### config.mk
export PLATFORM = sky130hd
export DESIGN_NAME = lcd_frame_writer
export DESIGN_NICKNAME = d
export VERILOG_FILES = /design/src/rtl/ppu_pkg.sv /design/src/rtl/lcd_frame_writer_px_packer.sv /design/src/rtl/lcd_frame_writer.sv
export SDC_FILE = /design/constraint.sdc
export NUM_CORES = 1
export LEC_CHECK = 0
export ABC_AREA = 1
export CAP_MARGIN = 40
export CELL_PAD_IN_SITES_DETAIL_PLACEMENT = 0
export CELL_PAD_IN_SITES_GLOBAL_PLACEMENT = 2
export CORE_MARGIN = 3
export CORE_UTILIZATION = 32
export CTS_CLUSTER_DIAMETER = 40
export DETAILED_ROUTE_END_ITERATION = 10
export PLACE_DENSITY = 0.75
export SYNTH_ARGS = -nofsm -noshare
export SYNTH_HDL_FRONTEND = slang
export SYNTH_SLANG_ARGS = --single-unit
### constraint.sdc
create_clock -name clk_in -period 1.9 [get_ports clk_in]
set_clock_uncertainty 0.05 [all_clocks]
set_input_delay 0.475 -clock clk_in [delete_from_list [all_inputs] [get_ports clk_in]]
set_output_delay 0.475 -clock clk_in [all_outputs]
set_load 0.03 [all_outputs]
### src/rtl/ppu_pkg.sv
// Shared PPU / LCD frame-store types and geometry.
// Frame store holds two banks of 160x144 2-bit pixels packed 4 per byte.
package ppu_pkg;

  typedef enum logic [1:0] {PPU_HBLANK, PPU_VBLANK, PPU_OAM_SCAN, PPU_DRAW} ppu_mode_t;

  localparam int H_PIXELS       = 160;
  localparam int V_LINES        = 144;
  localparam int PX_PER_B       = 4;
  localparam int BYTES_PER_LINE = H_PIXELS / PX_PER_B;
  localparam int BANK_BYTES     = BYTES_PER_LINE * V_LINES;

  typedef enum logic [1:0] {WAIT_SYNC, ACTIVE, HBLANK, VBLANK} lcd_writer_state_t;

  typedef struct packed {
    logic [13:0] addr;
    logic [7:0]  data;
  } mem_wr_t;

  // y*40 as shift-and-add; 143*40 = 5720 fits in 13 bits.
  function automatic logic [12:0] line_base(input logic [7:0] y);
    return ({5'b0, y} << 5) + ({5'b0, y} << 3);
  endfunction

endpackage

### src/rtl/lcd_frame_writer_px_packer.sv
// Packs 2-bit pixels MSB-first into bytes; emits a full byte on the 4th pixel
// or a left-justified, zero-padded partial byte on flush.
module px_packer
  import ppu_pkg::*;
(
  input  logic       clk_in,
  input  logic       rst_n_in,
  input  logic       clr,
  input  logic       push,
  input  logic [1:0] pix,
  input  logic       flush,
  output logic       byte_vld,
  output logic [7:0] byte_data
);

  logic [7:0] sr, sr_nxt;
  logic [1:0] ph, ph_nxt;

  // The pixel of this cycle is folded in before a flush looks at the phase.
  always_comb begin
    sr_nxt    = push ? {sr[5:0], pix} : sr;
    ph_nxt    = push ? ph + 2'd1 : ph;
    byte_vld  = 1'b0;
    byte_data = sr_nxt;
    if (push && ph == 2'd3) begin
      byte_vld = 1'b1;
    end else if (flush && ph_nxt != 2'd0) begin
      byte_vld = 1'b1;
      case (ph_nxt)
        2'd1:    byte_data = {sr_nxt[1:0], 6'b0};
        2'd2:    byte_data = {sr_nxt[3:0], 4'b0};
        default: byte_data = {sr_nxt[5:0], 2'b0};
      endcase
    end
  end

  always_ff @(posedge clk_in or negedge rst_n_in) begin
    if (!rst_n_in) begin
      sr <= '0;
      ph <= '0;
    end else if (clr) begin
      sr <= '0;
      ph <= '0;
    end else begin
      sr <= sr_nxt;
      ph <= ph_nxt;
    end
  end

endmodule

### src/rtl/lcd_frame_writer.sv
// PPU pixel stream to double-buffered packed frame store; swaps banks at
// vblank entry and flags malformed lines/frames in a sticky error bit.
module lcd_frame_writer
  import ppu_pkg::*;
(
  input  logic        clk_in,
  input  logic        rst_n_in,
  input  logic [1:0]  pixel_in,
  input  logic        pixel_valid_in,
  input  logic        hblank_in,
  input  logic        vblank_in,
  output logic [13:0] mem_addr_out,
  output logic [7:0]  mem_data_out,
  output logic        mem_we_out,
  output logic        front_bank_out,
  output logic        frame_done_out,
  output logic        line_err_out
);

  localparam logic [7:0] X_MAX  = 8'(H_PIXELS);
  localparam logic [7:0] Y_LAST = 8'(V_LINES - 1);

  logic [1:0] rst_sync;
  logic       rst_n;

  // Assert asynchronously, release two clocks later.
  always_ff @(posedge clk_in or negedge rst_n_in) begin
    if (!rst_n_in) rst_sync <= 2'b00;
    else           rst_sync <= {rst_sync[0], 1'b1};
  end
  assign rst_n = rst_sync[1];

  lcd_writer_state_t state, state_nxt;
  logic [7:0] x, y, x_upd, y_nxt;
  logic       hblank_q, vblank_q;
  logic       hb_rise, hb_fall, vb_rise, vb_fall;
  logic       accept, line_end, frame_end, err_set;
  logic       pk_vld;
  logic [7:0] pk_data;
  logic [5:0] byte_idx;
  mem_wr_t    wr_nxt;

  assign hb_rise = hblank_in & ~hblank_q;
  assign hb_fall = ~hblank_in & hblank_q;
  assign vb_rise = vblank_in & ~vblank_q;
  assign vb_fall = ~vblank_in & vblank_q;

  assign accept = (state == ACTIVE) && pixel_valid_in && (x < X_MAX);
  assign x_upd  = x + {7'b0, accept};

  always_comb begin
    state_nxt = state;
    y_nxt     = y;
    line_end  = 1'b0;
    frame_end = 1'b0;
    err_set   = 1'b0;
    case (state)
      WAIT_SYNC: if (vb_rise) state_nxt = VBLANK;
      ACTIVE: begin
        if (pixel_valid_in && !accept) err_set = 1'b1;
        if (vb_rise) begin
          frame_end = 1'b1;
          state_nxt = VBLANK;
          if (y != Y_LAST || x_upd != X_MAX) err_set = 1'b1;
        end else if (hb_rise) begin
          line_end  = 1'b1;
          state_nxt = HBLANK;
          if (x_upd != X_MAX) err_set = 1'b1;
        end
      end
      HBLANK: begin
        if (pixel_valid_in) err_set = 1'b1;
        if (vb_rise) begin
          frame_end = 1'b1;
          state_nxt = VBLANK;
          if (y != Y_LAST) err_set = 1'b1;
        end else if (hb_fall) begin
          // Lines past the last one stay in HBLANK so their pixels drop as errors.
          if (y == Y_LAST) err_set = 1'b1;
          else begin
            state_nxt = ACTIVE;
            y_nxt     = y + 8'd1;
          end
        end
      end
      VBLANK: begin
        if (vb_fall) begin
          state_nxt = ACTIVE;
          y_nxt     = 8'd0;
        end
      end
      default: state_nxt = WAIT_SYNC;
    endcase
  end

  px_packer u_packer (
    .clk_in    (clk_in),
    .rst_n_in  (rst_n),
    .clr       (state != ACTIVE),
    .push      (accept),
    .pix       (pixel_in),
    .flush     (line_end),
    .byte_vld  (pk_vld),
    .byte_data (pk_data)
  );

  // x_upd-1 is the last pixel landed; its byte is the one being written.
  assign byte_idx    = 6'((x_upd - 8'd1) >> 2);
  assign wr_nxt.addr = (front_bank_out ? 14'd0 : 14'(BANK_BYTES))
                     + {1'b0, line_base(y)} + {8'b0, byte_idx};
  assign wr_nxt.data = pk_data;

  always_ff @(posedge clk_in or negedge rst_n) begin
    if (!rst_n) begin
      state          <= WAIT_SYNC;
      x              <= '0;
      y              <= '0;
      hblank_q       <= 1'b1;
      vblank_q       <= 1'b1;
      front_bank_out <= 1'b0;
      frame_done_out <= 1'b0;
      line_err_out   <= 1'b0;
      mem_we_out     <= 1'b0;
      mem_addr_out   <= '0;
      mem_data_out   <= '0;
    end else begin
      state          <= state_nxt;
      y              <= y_nxt;
      x              <= (state == ACTIVE) ? x_upd : 8'd0;
      hblank_q       <= hblank_in;
      vblank_q       <= vblank_in;
      front_bank_out <= front_bank_out ^ frame_end;
      frame_done_out <= frame_end;
      line_err_out   <= line_err_out | err_set;
      mem_we_out     <= pk_vld;
      if (pk_vld) begin
        mem_addr_out <= wr_nxt.addr;
        mem_data_out <= wr_nxt.data;
      end
    end
  end

endmodule

==> After elaboration in Yosys (flattened, before gate mapping) <==
Index checks and enable logic that the tools add are counted.
{ "word_totals": {"elab_cells": 103, "ff_bits": 58, "output_inout_bits": 26, "inputBits": 7, "latch_bits": 0, "romBits": 0, "mem_count": 0, "ramBits": 0} }
{ "op_classes": {"mul": 0, "shift": 0, "n_div": 0, "n_lt_le_gt_ge": 1, "addsub": 7, "n_mux": 40, "reduce_logical": 13, "n_bitwise": 10, "n_eq_ne": 18} }
{ "ops": {"columns": ["cell", "n"], "rows": [
  ["$mux 8", 9],
  ["$pmux 8 s2", 2],
  ["$mux 2", 9],
  ["$mux 1", 17],
  ["$ne 8x8->1 const B", 2],
  ["$add 13x13->14", 1],
  ["$add 14x6->14", 1],
  ["$add 13x11->13", 1],
  ["$mux 13", 1],
  ["$ne 2x2->1 const B", 5],
  ["$reduce_and 5->1", 2],
  ["$ne 3x3->1 const B", 3],
  ["$add 8x1->8", 1],
  ["$add 8x1->8 const B", 1],
  ["$eq 2x2->1 const B", 4],
  ["$eq 8x8->1 const B", 1],
  ["$lt 8x8->1 const B", 1],
  ["$pmux 2 s4", 1],
  ["$sub 8x1->8 const B", 1],
  ["$logic_and 1x1->1", 5],
  ["$and 1x1->1", 4],
  ["$eq 2x1->1 const B", 2],
  ["$not 1->1", 4],
  ["$reduce_bool 2->1", 2],
  ["9 further kinds", 9]
]} }

==> Longest topological paths before layout <==
Gate-level depths: netlist (run 1).
{ "logic_depth": {"word_depth": 11, "mapped_depth": 30, "mapped_depth_nobuf": 29} }

==> Modules after synthesis <==
From an unflattened synthesis (run 1), not the netlist that was laid out.
{ "hier_totals": {"hier_cells": 470, "area_unflattened_um2": 3590.9} }
{ "by_module_without_submodules": {"columns": ["module", "n_inst", "area_each_um2", "cells_each", "seq_area_each_um2"], "rows": [
  ["lcd_frame_writer", 1, 2899.0, 363, 1203.7],
  ["px_packer", 1, 691.9, 107, 250.2]
]} }

==> Least setup slack after synthesis (run 1) <==
Ideal clock, no wire load.
{ "synth_path": {"kind": "register to register", "startpoint": "reg state[1]", "endpoint": "reg mem_addr_out[11]", "arrival_ps": 3194, "required_time_ps": 1733, "setup_ps": 117, "period_less_slack_ps": 3361, "setup_slack_ps": -1461, "stages_incl_launch_ff": 26, "n_path_buf": 1, "cell_sequence": "dfrtp_1 -> inv_1 -> ha_1 -> buf_6 -> nand2_1 -> inv_2 -> nand2_4 -> inv_2 -> ha_1 -> nand3_1 -> xor2_2 -> nand3_2 -> nor2_2 -> inv_1 -> nand2_1 -> ha_1 -> inv_1 -> fa_1 -> o21ai_0 -> nand2_1 -> nand2_1 -> nand3_1 -> nand2_1 -> nand2_1 -> nand3_1 -> nand2_1"} }
{ "synth_via": {"elab_chain_cells": 8, "elab_cells_between_ends": 13, "classes_between": "3 x add/sub; 1 x eq/ne; 4 x mux; 5 x reduce/logical"} }
{ "synth_lines": {"columns": ["item", "line_no", "source"], "rows": [
  ["from (decl)", "lcd_frame_writer.sv:33", "lcd_writer_state_t state, state_nxt;"],
  ["from (signal assigned)", "lcd_frame_writer.sv:127", "state <= state_nxt;"],
  ["$eq 2x1->1 *", "lcd_frame_writer.sv:48, lcd_frame_writer.sv:57", null],
  ["parallel branches: the longest is 7 deep, another holds $add 14x6->14", null, null],
  ["to (signal assigned)", "lcd_frame_writer.sv:137", "mem_addr_out <= wr_nxt.addr;"],
  ["to (decl)", "lcd_frame_writer.sv:12", "output logic [13:0] mem_addr_out,"]
]} }
Every way passes the cells marked *.
A chain may end at the register's enable or synchronous reset.

==> Worst setup path after layout (run 1) <==
{ "layout_path": {"startpoint": "reg state[0]", "endpoint": "reg mem_addr_out[10]"} }
Same word-level chain as after synthesis.

==> impl_metrics.py, run 1 <==
metrics = {
    "sta": {
        "worst_pin_slew_ns": 0.5647,
        "slew_violations": 0,
        "sum_of_negative_setup_slack_ns": -18.44,
        "report.final.setup_viol": 24,
        "max_freq_mhz": 322.5,
        "timing.final.crit_period_ns": 3.101,
        "setup_slack_ns": -1.201,
        "grt_setup_unrepaired": "yes",
        "report.final.hold_viol_count": 0,
        "slew_headroom_pct": 62.35,
        "final_min_period_over_clock_period_pct": 163.2,
    },
    "setup_path": {
        "setup.worst_path.class": "reg2reg",
        "regToRegEndpoint": "mem_addr_out[10]$_DFFE_PN0P_",
        "worstRegToRegCells": 27,
        "setup.worst_path.end": "mem_addr_out[10]$_DFFE_PN0P_",
        "timing.reg2reg.setup_slack_ns": -1.20,
        "worst_ep_arrival_time_ns": 3.27,
        "critPathMaxFanout": 4,
        "critical_path.reg2reg.startpoint": "state[0]$_DFFE_PN0P_",
        "cp_required_ns": 2.07,
        "crit_path_start": "state[0]$_DFFE_PN0P_",
        "cp-end-kind": "flip-flop",
        "critical_path.startpoint_type": "flip-flop",
    },
    "yosys": {
        "yosysWarnings": 0,
        "post_synth.cell_area_avg_um2": 7.991,
        "seq_area_frac_synth_pct": 40.20,
        "syn-num-nets": 470,
        "postSynthCellCount": 437,
        "netlist-cell-type-count": 41,
        "synth.ff_latch_count": 56,
        "netlist_area_um2": 3492,
    },
    "pwr": {
        "pwr-share-clk_pct": 10.2,
        "share_seq_of_total_power_pct": 23.7,
        "total_switching_power_w": 0.003046,
        "power.density_cell_area_nw_per_um2": 1313,
        "vdd_drop_max_v": 0.0005416,
        "p_int_w": 0.003861,
        "power.combinational.fraction_pct": 66.1,
        "power.leakage_nw": 2.847,
        "netSwitchingFraction_pct": 44.10,
        "sum_of_internal_switching_and_leakage_power_w": 0.006907,
    },
    "status": {
        "failed_checks": "setup timing",
        "status": "complete, but fails checks",
    },
    "global_routing": {
        "first_pass_grt_wire_length_mm": 14.63,
        "globalRouteTotalUtil_pct": 14.46,
        "antenna_found_initial": 0,
        "globalRouteOverflowTotal": 0,
        "grt_start_max_net_pins": 34,
        "first_global_vias": 3100,
    },
    "cells_and_area": {
        "final_non_filler_cell_total": 704,
        "post_route_cells_drive_above_1_share_pct": 35.56,
        "antenna-diode-count": 0,
        "layout.nets": 600,
        "area_delta_synth_final_pct": 50.66,
    },
    "clocking": {
        "max-clock-path-buffers": 2,
        "cts.htree.levels": 2,
        "cts_root_buf": "clkbuf_8",
        "worst_skew_pair.late_latency_ns": 0.32,
        "cts_tree": "done",
        "tritoncts.num_buffers": 5,
        "cts.sinks": 56,
        "clkSlewWorstSetupHoldPaths_ns": 0.11,
    },
    "routing": {
        "route.antenna.remaining_nets": 0,
        "routed_wl_mm": 9.371,
        "drc_errors": 0,
        "first_iter_violations": 108,
        "avgRoutedWirePerCell_um": 13.31,
        "first_pass_iters": 4,
        "vias_per_cell": 4.555,
        "detailroute.via_count": 3207,
    },
    "die": {
        "start_util_pct": 33.38,
        "placementRows": 37,
        "total_die_area_um2": 12200,
        "chipWidth_um": 110.5,
        "placeableCoreArea_um2": 10460,
        "dieHeight_um": 110.5,
        "floorplan.io_pins": 33,
    },
    "min_path": {
        "path_category_of_the_worst_min_delay_check": "reg2async",
    },
    "flow_run": {
        "maxCapViolCount": 0,
    },
    "placement": {
        "place.gp.congestion": 0.7857,
        "place_inst": 674,
        "dpl.hpwl_mm": 6.796,
        "port_buffers": 32,
    },
}
## registers in the layout, indices dropped and copies added (netlist names), 2 cells and up
register      cells
mem_addr_out     14
u_packer.sr       6
x                 8
rst_sync          2
y                 8
state             2
u_packer.ph       2
mem_data_out      8
## final cells by class
cell class,count,area [µm²]
timing repair buffer,129,1144
timing repair inverter,2,17.52
fill,1015,5201
clock buffer,5,68.82
multi-input combinational,306,2165
sequential,56,1405
inverter,67,269.0
tap,136,170.2
clock inverter,3,22.52
## Yosys cell counts, drive strengths merged
| master | number | area (µm²) |
|---|---|---|
| o311ai | 1 | 8.760 |
| o21ai | 26 | 145.1 |
| xor2 | 15 | 138.9 |
| o221ai | 2 | 17.52 |
| a31oi | 3 | 18.77 |
| a21oi | 8 | 40.04 |
| dfrtp | 54 | 1351 |
| nor2 | 31 | 128.9 |
| a211oi | 1 | 7.510 |
| o21bai | 2 | 15.01 |
| nand4 | 4 | 25.02 |
| fa | 2 | 40.04 |
| or2 | 2 | 12.52 |
| nor4 | 1 | 21.27 |
| nand3b | 4 | 30.03 |
| conb | 1 | 3.750 |
| nor3 | 3 | 15.01 |
| ha | 24 | 300.3 |
| buf | 8 | 70.06 |
| o211ai | 3 | 22.52 |
| xnor2 | 3 | 26.28 |
| nand3 | 28 | 145.1 |
| dfstp | 2 | 52.55 |
| inv | 67 | 254.0 |
| o31ai | 5 | 42.54 |
| o22ai | 2 | 12.51 |
| nand2 | 135 | 546.8 |
## worst max-delay path, stage by stage (launching register included)
cell	delay, ns
dfrtp_1	0.42
ha_4	0.17
nand2_2	0.05
inv_2	0.04
nand2_4	0.07
clkinv_4	0.07
ha_4	0.18
inv_2	0.06
nand2_2	0.04
nand2_2	0.09
nand2_4	0.06
nor2_4	0.11
nand3_4	0.09
nor2_4	0.10
nand2_2	0.07
xor2_1	0.14
ha_1	0.33
nand3_1	0.09
nand2_1	0.10
inv_1	0.06
o21ai_2	0.14
inv_1	0.07
nor2_2	0.11
nand2_1	0.08
nand2_1	0.06
nand2_1	0.04
nand3_1	0.07
nand2_1	0.05
## metrics by stage
step | hold WS [ns] | utilization [%] | cell area (µm²) | setup slack (ns)
global placement | 0.2372 | 44.31 | 4636 | -1.638
global route | 0.2447 | 50.29 | 5261 | -1.470
CTS | 0.2395 | 46.23 | 4837 | -1.307
floorplan | 0.1294 | - | 3611 | -1.271
finish | 0.2166 | 50.29 | 5261 | -1.201
detailed placement | 0.2373 | 44.31 | 4636 | -1.703
## power by group through the flow
stage / sequential, W / combinational (W) / clock (W)
2_1_floorplan: 0.00202 / 0.00188 / 0
3_3_place_gp: 0.00165 / 0.00378 / 0
3_5_place_dp: 0.00166 / 0.00382 / 0
4_1_cts: 0.00164 / 0.00420 / 0.000741
5_1_grt: 0.00167 / 0.00503 / 0.000783
6_report: 0.00164 / 0.00456 / 0.000705
## per-layer routing
layer  vias up  track usage (%)  share of wire, %
met5         -                0                 0
met4         0            3.612               1.2
li1       1649                -                 -
met2        41            24.39                49
met3         9            2.192               2.5
met1      1508            19.43                48
## placed cells by master, fill, tap and decap left out, types with 11 or more instances in the layout
| cell type | count |
|---|---|
| nand3_1 | 21 |
| dlymetal6s2s_1 | 11 |
| nand2_1 | 106 |
| xor2_1 | 12 |
| inv_2 | 11 |
| dlygate4sd2_1 | 14 |
| inv_1 | 54 |
| buf_4 | 85 |
| ha_1 | 16 |
| nor2_1 | 24 |
| dfrtp_1 | 53 |
| nand2_2 | 22 |
## what timing repair did
item	in CTS	in global routing
hold buffers	0	0
pin swaps	20	33
endpoints found under the hold margin	0	0
resized for setup	26	80
setup endpoints to repair	40	47
setup buffers	9	13
cloned	0	4
## worst min path at each step
stage,end,slack [ns],depth (start not counted)
after global placement,frame_done_out$_DFF_PN0_,0.24,0
after detailed placement,front_bank_out$_DFF_PN0_,0.24,0
after CTS,mem_addr_out[7]$_DFFE_PN0P_,0.24,0
after floorplan,rst_sync[0]$_DFF_PN0_,0.13,0
final,mem_addr_out[6]$_DFFE_PN0P_,0.22,0
after global routing,rst_sync[1]$_DFF_PN0_,0.24,1
## kinds of logic (layout without fill, tap and decap cells)
logic type / Yosys count / count (layout) / synth area share, %
fa+ha+maj: 26 / 26 / 9.746
compound gates: 53 / 53 / 9.459
buf+inv: 75 / 206 / 9.280
flops: 56 / 56 / 40.20
simple gates: 208 / 208 / 26.48
xor+xnor: 18 / 18 / 4.730
other cells: 1 / 1 / 0.1074
(Power assumes the default switching activity.)
==> run 2: changes to the inputs <==
Settings changed: CTS_CLUSTER_DIAMETER 40 to 120.
==> results of run 2 <==
Final layout, timing and power as in run 1 (identical DEF).
